===== config.mk =====
export PLATFORM = sky130hd
export DESIGN_NAME = pb_conditioner
export DESIGN_NICKNAME = d
export VERILOG_FILES = /design/src/rtl/pb_pkg.sv /design/src/rtl/pb_debounce_cell.sv /design/src/rtl/pb_conditioner.sv
export SDC_FILE = /design/constraint.sdc
export NUM_CORES = 1
export LEC_CHECK = 0
export CAP_MARGIN = 10
export CORE_ASPECT_RATIO = 1.5
export CORE_MARGIN = 3
export CORE_UTILIZATION = 65
export CTS_CLUSTER_DIAMETER = 40
export DETAILED_ROUTE_END_ITERATION = 12
export DONT_BUFFER_PORTS = 1
export PLACE_DENSITY = 0.81
export SLEW_MARGIN = 20
export SYNTH_ARGS = -nofsm -noshare
export SYNTH_HDL_FRONTEND = slang
export SYNTH_HIERARCHICAL = 1
export SYNTH_SLANG_ARGS = --single-unit

===== constraint.sdc =====
create_clock -name hwclk -period 4 [get_ports hwclk]
set_input_delay 0.4 -clock hwclk [delete_from_list [all_inputs] [get_ports hwclk]]
set_output_delay 0.4 -clock hwclk [all_outputs]
set_load 0.05 [all_outputs]

===== src/rtl/pb_pkg.sv =====
// Shared definitions for the pushbutton conditioner.
//   PB_N             default number of buttons (at most 32)
//   PB_TICK_DIV      default clock cycles per debounce sample tick
//   PB_STABLE_TICKS  default number of consecutive differing samples that accept a new level
//   PB_REPEAT_*      default auto-repeat timing in ticks (used when PB_AUTOREPEAT_EN is defined)
//   key_code_t       5-bit button index
//   lowest_set()     index of the lowest set bit of a 32-bit vector (0 when none is set)
package pb_pkg;

    localparam int PB_N            = 21;
    localparam int PB_TICK_DIV     = 12000;
    localparam int PB_STABLE_TICKS = 4;
    localparam int PB_REPEAT_DELAY = 500;
    localparam int PB_REPEAT_RATE  = 100;

    typedef logic [4:0] key_code_t;

    function automatic key_code_t lowest_set(input logic [31:0] v);
        key_code_t idx;
        idx = '0;
        // Scan downwards so that the last hit, i.e. the lowest index, is kept.
        for (int i = 31; i >= 0; i--) begin
            if (v[i]) begin
                idx = key_code_t'(i);
            end
        end
        return idx;
    endfunction

endpackage


===== src/rtl/pb_debounce_cell.sv =====
// Debounce and rising-edge detect for a single, already synchronised button.
//   hwclk   system clock
//   reset   asynchronous active-low reset
//   tick    one-cycle sample strobe shared by all cells
//   d_sync  synchronised raw button level
//   level   debounced level
//   rise    one-cycle pulse the cycle after level goes 0->1
module pb_debounce_cell
    import pb_pkg::*;
#(
    parameter int STABLE_TICKS = PB_STABLE_TICKS
) (
    input  logic hwclk,
    input  logic reset,
    input  logic tick,
    input  logic d_sync,
    output logic level,
    output logic rise
);

    // The counter only has to hold values up to STABLE_TICKS-1.
    localparam int CW = (STABLE_TICKS > 1) ? $clog2(STABLE_TICKS) : 1;

    logic [CW-1:0] cnt_reg;
    logic          level_reg;
    logic          prev_reg;
    logic          rise_reg;

    always_ff @(posedge hwclk or negedge reset) begin
        if (!reset) begin
            cnt_reg   <= '0;
            level_reg <= 1'b0;
            prev_reg  <= 1'b0;
            rise_reg  <= 1'b0;
        end else begin
            if (tick) begin
                if (d_sync == level_reg) begin
                    // Input agrees with the accepted level: any bounce in progress is forgotten.
                    cnt_reg <= '0;
                end else if (cnt_reg == CW'(STABLE_TICKS - 1)) begin
                    // This is the STABLE_TICKS-th differing sample in a row.
                    level_reg <= d_sync;
                    cnt_reg   <= '0;
                end else begin
                    cnt_reg <= cnt_reg + CW'(1);
                end
            end
            prev_reg <= level_reg;
            rise_reg <= level_reg & ~prev_reg;
        end
    end

    assign level = level_reg;
    assign rise  = rise_reg;

endmodule


===== src/rtl/pb_conditioner.sv =====
// Pushbutton front end: synchronise, debounce, edge-detect and encode the newest press.
//   hwclk       system clock
//   reset       asynchronous active-low reset
//   pb          raw asynchronous buttons, 1 = pressed
//   pb_level    debounced button state
//   pb_rise     one-cycle pulse per button on each debounced 0->1 transition
//   key_strobe  one-cycle pulse: key_code is valid
//   key_code    index of the button that caused key_strobe
//   key_held    1 while the button named by key_code is debounced-high
// Build option: define PB_AUTOREPEAT_EN to add auto-repeat strobes while a key is held.
module pb_conditioner
    import pb_pkg::*;
#(
    parameter int N            = PB_N,
    parameter int TICK_DIV     = PB_TICK_DIV,
    parameter int STABLE_TICKS = PB_STABLE_TICKS,
    parameter int REPEAT_DELAY = PB_REPEAT_DELAY,
    parameter int REPEAT_RATE  = PB_REPEAT_RATE
) (
    input  logic         hwclk,
    input  logic         reset,
    input  logic [N-1:0] pb,
    output logic [N-1:0] pb_level,
    output logic [N-1:0] pb_rise,
    output logic         key_strobe,
    output key_code_t    key_code,
    output logic         key_held
);

    localparam int PW = (TICK_DIV > 1) ? $clog2(TICK_DIV) : 1;

    logic [N-1:0]  sync1_reg;
    logic [N-1:0]  sync2_reg;
    logic [PW-1:0] presc_reg;
    logic          tick;
    logic [31:0]   rise_vec;
    logic [31:0]   level_vec;
    logic          key_strobe_reg;
    key_code_t     key_code_reg;

    // Two-flop synchroniser; nothing else looks at pb.
    always_ff @(posedge hwclk or negedge reset) begin
        if (!reset) begin
            sync1_reg <= '0;
            sync2_reg <= '0;
        end else begin
            sync1_reg <= pb;
            sync2_reg <= sync1_reg;
        end
    end

    // Sample-tick prescaler.
    assign tick = (presc_reg == PW'(TICK_DIV - 1));

    always_ff @(posedge hwclk or negedge reset) begin
        if (!reset) begin
            presc_reg <= '0;
        end else if (tick) begin
            presc_reg <= '0;
        end else begin
            presc_reg <= presc_reg + PW'(1);
        end
    end

    generate
        for (genvar gi = 0; gi < N; gi++) begin : g_cell
            pb_debounce_cell #(
                .STABLE_TICKS(STABLE_TICKS)
            ) u_cell (
                .hwclk (hwclk),
                .reset (reset),
                .tick  (tick),
                .d_sync(sync2_reg[gi]),
                .level (pb_level[gi]),
                .rise  (pb_rise[gi])
            );
        end
    endgenerate

    // Widen to 32 bits so the encoder and the held lookup never index past the vector.
    assign rise_vec  = 32'(pb_rise);
    assign level_vec = 32'(pb_level);
    assign key_held  = level_vec[key_code_reg];

`ifdef PB_AUTOREPEAT_EN
    localparam int RMAX = (REPEAT_DELAY > REPEAT_RATE) ? REPEAT_DELAY : REPEAT_RATE;
    localparam int RW   = $clog2(RMAX + 1);

    logic [RW-1:0] rpt_reg;
    logic          rpt_phase_reg;   // 0: waiting for the first repeat, 1: repeating at REPEAT_RATE
    logic [RW-1:0] rpt_inc;
    logic [RW-1:0] rpt_target;

    assign rpt_inc    = rpt_reg + RW'(1);
    assign rpt_target = rpt_phase_reg ? RW'(REPEAT_RATE) : RW'(REPEAT_DELAY);

    always_ff @(posedge hwclk or negedge reset) begin
        if (!reset) begin
            key_strobe_reg <= 1'b0;
            key_code_reg   <= '0;
            rpt_reg        <= '0;
            rpt_phase_reg  <= 1'b0;
        end else begin
            key_strobe_reg <= 1'b0;
            if (|pb_rise) begin
                // A fresh press always wins over a repeat due in the same cycle.
                key_strobe_reg <= 1'b1;
                key_code_reg   <= lowest_set(rise_vec);
                rpt_reg        <= '0;
                rpt_phase_reg  <= 1'b0;
            end else if (!key_held) begin
                rpt_reg       <= '0;
                rpt_phase_reg <= 1'b0;
            end else if (tick) begin
                if (rpt_inc == rpt_target) begin
                    key_strobe_reg <= 1'b1;
                    rpt_reg        <= '0;
                    rpt_phase_reg  <= 1'b1;
                end else begin
                    rpt_reg <= rpt_inc;
                end
            end
        end
    end
`else
    // Repeat timing has no effect in this build.
    logic unused_cfg;
    assign unused_cfg = (REPEAT_DELAY > 0) ^ (REPEAT_RATE > 0);

    always_ff @(posedge hwclk or negedge reset) begin
        if (!reset) begin
            key_strobe_reg <= 1'b0;
            key_code_reg   <= '0;
        end else begin
            key_strobe_reg <= |pb_rise;
            if (|pb_rise) begin
                key_code_reg <= lowest_set(rise_vec);
            end
        end
    end
`endif

    assign key_strobe = key_strobe_reg;
    assign key_code   = key_code_reg;

endmodule


==> metrics.md, run 1 <==
| Metric | Value |
|---|---|
| Largest net degree at the start of global routing | `168` |
| Vias in the first global route | `4182` |
| Cell Area, Synth | `6504 um2` |
| Clock Latency Late Sink | `0.41 ns` |
| Die area | `11270 um2` |
| CTS tree | `done` |
| CP Max Fanout | `10` |
| Setup total negative slack | `0 ns` |
| Max reg flops | `42` |
| Layout Skew | `0.006922 ns` |
| Layout cells sized above 1 | `0.1039` |
| Final hold slack | `-0.3190 ns` |
| Core area | `9744 um2` |
| Total CTS buffers | `17` |
| Final Max Tran Viols | `0` |
| Final period util | `0.7326` |
| Vias post-DR | `3954` |
| Final worst slack | `1.070 ns` |
| Setup Buffers After CTS | `0` |
| Routed wire length | `11890 um` |
| Post-synthesis mux area share | `0.05848` |
| GRT Residual Overflow | `0` |
| RSZ-0062 raised after global routing | `false` |
| Final Hold Vio Count | `167` |
| Final core occ | `0.7613` |
| Share of total power in sequential cells | `0.521` |
| Slowest stage cell, crit path | `dfrtp_1` |
| Largest family of logic cells by synthesized area | `simple AND/OR/NAND/NOR gates` |
| Sw power | `0.6207 mW` |
| First-pass GRT wire length | `19420 um` |
| Fillers | `579` |
| Finished Layout Cells | `673` |
| Biggest area consumer among synthesized cells | `dfrtp_1` |
| Synth Area in Compound Gates | `0.06137` |
| Ports | `72` |
| Synthesized flop and latch total | `167` |
| H-tree levels | `4` |
| Worst path required time | `3.60 ns` |
| Initial antenna violation count | `0` |
| Yosys warning total | `6` |
| Max-cap viol count | `0` |
| CP Launch Type | `register` |
| Commonest non-fill, non-tap cell in the layout | `dfrtp_1` |
| Xor and xnor fraction of the mapped netlist area | `0.04175` |
| Worst-path clk slew | `0.06 ns` |
| Mean Syn Cell Area | `12.83 um2` |
| IO Port Bufs | `0` |
| Simple-gate share of the synthesized area | `0.1237` |
| # clock sinks | `167` |
| Drt first pass iters | `4` |
| Kind of cell adding the most delay to the critical path | `flip-flops` |
| Run status | `finished, violations left` |
| Rel. slew slack | `0.3003` |
| DP HPWL | `7259 um` |
| Kind of critical path | `reg -> out` |
| Leak | `3.449 nW` |
| # hold bufs at CTS | `21` |
| Placer Congestion | `0.8730` |
| Ranking of synthesized cells by area | `dfrtp_1 (64%), ha_1 (4.2%), o22ai_1 (4.0%)` |
| Failing checks | `hold timing` |
| Post-Syn Nets | `552` |
| Post-DR wirelength/cell | `17.66 um` |
| Switching share of power | `0.1879` |
| Clock power frac | `0.469` |
| Final setup violation count | `0` |
| Iteration-0 DRC Markers | `232` |
| Post-synth top area share | `0.6426` |
| Gr usage total | `0.2279` |
| # placed instances | `620` |
| Area of the multi-input gates | `2136 um2` |
| Die X | `87.68 um` |
| Final min period | `2.930 ns` |
| Cell Rows | `44` |
| CP Capture Type | `primary output` |
| Commonest cells after routing, fill and taps aside | `dfrtp_1 (167), nand2_1 (47), inv_1 (46)` |
| CTS Root Cell | `clkbuf_16` |
| Vias/cell | `5.875` |
| Synth Area in Adders | `0.04232` |
| Remaining DRCs | `0` |
| Peak VDD IR | `0.0003803 V` |
| PostCTS Resize Cnt | `0` |
| Syn Inst Count | `507` |
| Initial core utilization | `0.6674` |
| Storage cell area | `4179 um2` |
| Power Density | `445.3 nW/um2` |
| F_max | `341.3 MHz` |
| HP Class | `in -> async` |
| Netlist cell types | `42` |
| Sequential share of the synthesized area | `0.6426` |
| Logic pwr share | `0.010` |
| Synthesis-to-layout area growth | `14.06%` |
| Worst-margin pin slew | `1.050 ns` |
| Die Y | `128.5 um` |
| Arrival @ worst endpoint | `2.53 ns` |
| P_int | `2.682 mW` |
| Max incr delay on CP | `0.93 ns` |
| Crit path buf inv count | `1` |
| DP Worst Slack | `1.521 ns` |
| # nets final | `590` |
| Diode count | `0` |
| Critical path cell sequence | `mux4_2, o211ai_2, mux2_1, o21ai_1, buf_4` |
| Post-route ant nets | `0` |
| Worst-case clock buffer depth | `2` |
==> synth_stat cells (all sizes together) <==
library cell,instances
clkbuf,1
xor2,5
ha,22
or3b,21
nor4,7
nand3b,2
a21oi,2
and4,2
nor2b,25
nor3,4
and2,1
a221oi,1
a31oi,1
and3,4
dfrtp,167
o2111ai,1
o22ai,42
o31ai,3
mux2i,5
a211oi,2
mux2,23
xnor2,26
a21bo,1
nand4b,1
buf,2
a22o,2
nand3,9
or2,1
or3,3
mux4,3
nand2b,2
nand2,47
o211ai,1
nor2,16
inv,46
nand4,1
o21ai,5
==> metrics by stage <==
| stage | area, um2 | total power, mW | hold WS (ns) |
|---|---|---|---|
| final | 7418 | 3.303 | -0.3190 |
| after global routing | 7418 | 3.408 | -0.3447 |
| after CTS | 7418 | 3.331 | -0.3397 |
| after detailed placement | 6639 | 1.768 | 0.1077 |
| after global placement | 6639 | 1.766 | 0.1081 |
| after floorplan | 6504 | 1.763 | 0.1044 |
==> layout make-up <==
cell class,instances,area share
clock buffer,24,0.06359
clock inverter,8,0.01316
inverter,46,0.02328
multi-input combinational,291,0.2879
sequential,167,0.5633
tap,115,0.01940
timing repair buffer,22,0.02935
==> kinds of logic (layout without fill, tap and decap cells) <==
family | count (synthesis) | count (layout)
buffers and inverters | 49 | 100
adder cells (fa/ha/maj) | 22 | 22
XOR/XNOR | 31 | 31
AO/OA/AOI/OAI | 61 | 61
AND/OR/NAND/NOR | 146 | 146
flip-flops | 167 | 167
multiplexers | 31 | 31
==> final timing paths <==
path / from / end / slack [ns] / cells after the start
worst max register to register: presc_reg[9] / g_cell[17].u_cell/cnt_reg[0] / 1.59 / 5
min in group hwclk: sync1_reg[11] / sync2_reg[11] / 0.34 / 0
max in group asynchronous: reset / g_cell[5].u_cell/cnt_reg[0] / 4.09 / 0
worst min-delay path: reset / sync2_reg[15] / -0.32 / 0
worst min register to register: sync1_reg[11] / sync2_reg[11] / 0.34 / 0
worst max-delay path: key_code[0] / key_held / 1.07 / 5
==> metal layers <==
| layer | vias up | track usage | routed length (um) |
|---|---|---|---|
| li1 | 1832 | - | - |
| met1 | 1970 | 0.2508 | 4507 |
| met2 | 123 | 0.3868 | 6342 |
| met5 | - | 0 | 0 |
| met4 | 0 | 0.1147 | 338 |
| met3 | 29 | 0.07816 | 697 |
==> worst register-to-register path: stages, from the launching register on <==
cell     delay (ns)
dfrtp_1        0.42
nand3_1        0.11
nor4_1         0.26
and3_4         0.91
or3b_1         0.49
o22ai_1        0.13
==> power by group through the flow <==
stage / sequential [mW] / clock, mW / combinational, mW
after CTS: 1.72 / 1.58 / 0.0317
after global routing: 1.72 / 1.65 / 0.0344
final: 1.72 / 1.55 / 0.0319
after detailed placement: 1.75 / 0 / 0.0151
after floorplan: 1.75 / 0 / 0.0130
after global placement: 1.75 / 0 / 0.0144
Note: power is estimated with default switching activity, not from simulation.
==> run 2: changes to the inputs <==
- CORE_UTILIZATION: 65 -> 56
- PLACE_DENSITY: 0.81 -> 0.74
- clock period: 4 -> 2.4 ns (I/O delays scaled with it)
==> metrics.md, run 2 (same netlist as run 1, synthesis figures left out) <==
| Metric | Value |
|---|---|
| CTS tree | `done` |
| Critical path cell sequence | `buf_12, mux2i_1, nand3_1, o211ai_2, mux2_4, o21ai_4, buf_12` |
| Post-DR wirelength/cell | `16.83 um (-4.7%)` |
| Synthesis-to-layout area growth | `20.85%` |
| IO Port Bufs | `0 (unchanged)` |
| # hold bufs at CTS | `21 (unchanged)` |
| RSZ-0062 raised after global routing | `true` |
| Failing checks | `hold timing` |
| Commonest cells after routing, fill and taps aside | `dfrtp_1 (164), nand2_1 (47), inv_1 (46)` |
| Initial core utilization | `0.5821 (-0.08535)` |
| Worst path required time | `2.16 ns (-1.44 ns)` |
| Crit path buf inv count | `2 (+1)` |
| Vias in the first global route | `4176 (-0.14%)` |
| Max reg flops | `42 (unchanged)` |
| F_max | `432.9 MHz` |
| Final min period | `2.310 ns` |
| Final Hold Vio Count | `167 (unchanged)` |
| Setup crit end | `key_held` |
| Peak VDD IR | `0.0005111 V (+34%)` |
| Leak | `3.701 nW (+7.3%)` |
| Run status | `finished, violations left` |
| Ports | `72 (unchanged)` |
| Worst Setup SP | `key_code[0]` |
| Commonest non-fill, non-tap cell in the layout | `dfrtp_1` |
| Clock Latency Late Sink | `0.41 ns (about the same)` |
| Remaining DRCs | `0 (unchanged)` |
| Core area | `11170 um2 (+15%)` |
| First-pass GRT wire length | `20190 um (+3.9%)` |
| GRT Residual Overflow | `0 (unchanged)` |
| Layout Skew | `0.006473 ns (-0.0004486 ns)` |
| Power Density | `720.2 nW/um2 (+62%)` |
| Total power | `5.661 mW (+71%)` |
| Max incr delay on CP | `0.47 ns (-0.46 ns)` |
| CP Capture Type | `primary output` |
| # nets final | `630 (+6.8%)` |
| H-tree levels | `4 (unchanged)` |
| Kind of critical path | `reg -> out` |
| # clock sinks | `167 (unchanged)` |
| CP Launch Type | `register` |
| FF-to-FF path depth | `6 (+1)` |
| Vias post-DR | `4054 (+2.5%)` |
| Iteration-0 DRC Markers | `166 (-28%)` |
| Worst-case clock buffer depth | `2 (unchanged)` |
| Routed wire length | `12540 um (+5.5%)` |
| Finished Cell Area | `7860 um2 (+6.0%)` |
| Slowest stage cell, crit path | `dfrtp_2` |
| Total CTS buffers | `17 (unchanged)` |
| Initial antenna violation count | `0 (unchanged)` |
| Vias/cell | `5.442 (-7.4%)` |
| Die Y | `138.0 um (+7.4%)` |
| Max-cap viol count | `0 (unchanged)` |
| Die area | `12970 um2 (+15%)` |
| Layout cells sized above 1 | `0.1739 (+0.06997)` |
| Worst-margin pin slew | `0.6555 ns (-0.3941 ns)` |
| Placement Cell Area | `7020 um2 (+5.7%)` |
| Reg2reg end | `g_cell[16].u_cell/cnt_reg[0]` |
| Worst reg2reg setup slack | `0.32 ns (-1.27 ns)` |
| Final hold slack | `-0.4827 ns (-0.1636 ns)` |
| Largest net degree at the start of global routing | `168 (unchanged)` |
| Drt first pass iters | `4 (unchanged)` |
| HP Class | `in -> async` |
| Worst-path clk slew | `0.06 ns (about the same)` |
| CTS Root Cell | `clkbuf_16` |
| Placer Congestion | `0.8412 (-3.6%)` |
| Die X | `93.99 um (+7.2%)` |
| Most frequent CP cell | `buf_12` |
| Reg2reg start | `presc_reg[12]` |
| Arrival @ worst endpoint | `2.07 ns (-0.46 ns)` |
| WP depth | `7 (+2)` |
| CP Max Fanout | `6 (-4)` |
| Final period util | `0.9626` |
| DP HPWL | `8389 um (+16%)` |
| Rel. slew slack | `0.5590 (+0.2587)` |
| Final setup violation count | `0 (unchanged)` |
| Final core occ | `0.7035 (-0.05783)` |
| Cell Rows | `47 (+6.8%)` |
| Post-route ant nets | `0 (unchanged)` |
| Diode count | `0 (unchanged)` |
| Fillers | `771 (+33%)` |
| Final Max Tran Viols | `0 (unchanged)` |
| Kind of cell adding the most delay to the critical path | `flip-flops` |
| Gr usage total | `0.2058 (-0.02210)` |
-- run 2: changes by cell type in the layout (fill, tap and decap cells not counted), moves of 3 or more --
cell	before	now
buf_12	0	4
buf_4	1	37
dfrtp_1	167	164
dfrtp_2	0	3
-- run 2: area by class of cell --
type	count	area (um2)	share of cell area
Sequential cell	167	4183	0.5322
Clock buffer	24	481.7	0.06129
Tap cell	147	183.9	0.02340
Clock inverter	8	120.1	0.01528
Multi-Input combinational cell	291	2151	0.2736
Timing Repair Buffer	62	568.0	0.07227
Inverter	46	172.7	0.02197
-- run 2: where the power goes --
| part | total (mW) | internal [mW] | leakage [nW] | switching [mW] |
|---|---|---|---|---|
| combinational | 0.0526 | 0.0372 | 1.19 | 0.0154 |
| clock | 2.74 | 1.71 | 0.290 | 1.02 |
| sequential | 2.87 | 2.85 | 2.22 | 0.0194 |
-- run 2: through the flow --
stage          hold WS, ns  setup slack, ns  cells  setup TNS [ns]
6_report           -0.4827          0.08978    745               0
5_1_grt            -0.5030         -0.01446    745        -0.01446
4_1_cts            -0.5018          0.01504    745               0
3_3_place_gp      -0.05018           0.4263    692               0
3_5_place_dp      -0.05053           0.3166    692               0
2_1_floorplan     -0.05559          0.03328    507               0
-- run 2: worst min-delay path by stage --
stage | from | to | cells past startpoint
4_1_cts | reset | g_cell[11].u_cell/cnt_reg[1] | 0
3_5_place_dp | reset | g_cell[11].u_cell/cnt_reg[1] | 0
2_1_floorplan | reset | g_cell[0].u_cell/cnt_reg[0] | 0
3_3_place_gp | reset | g_cell[11].u_cell/cnt_reg[0] | 0
5_1_grt | reset | g_cell[11].u_cell/cnt_reg[1] | 0
6_report | reset | g_cell[11].u_cell/cnt_reg[1] | 0
-- run 2: per-layer routing --
metal / vias up / global-route usage / part of all wire
met2: 114 / 0.3647 / 0.54
met4: 0 / 0.08594 / 0.019
met3: 19 / 0.05972 / 0.059
li1: 1895 / - / -
met5: - / 0 / 0
met1: 2026 / 0.2302 / 0.38
-- run 2: repair_timing --
item                       CTS  global route
resized for setup            2             7
pin swaps                    0             2
gates cloned                 0             0
hold endpoints to repair   188           167
setup endpoints to repair    1             1
buffers inserted             0             0
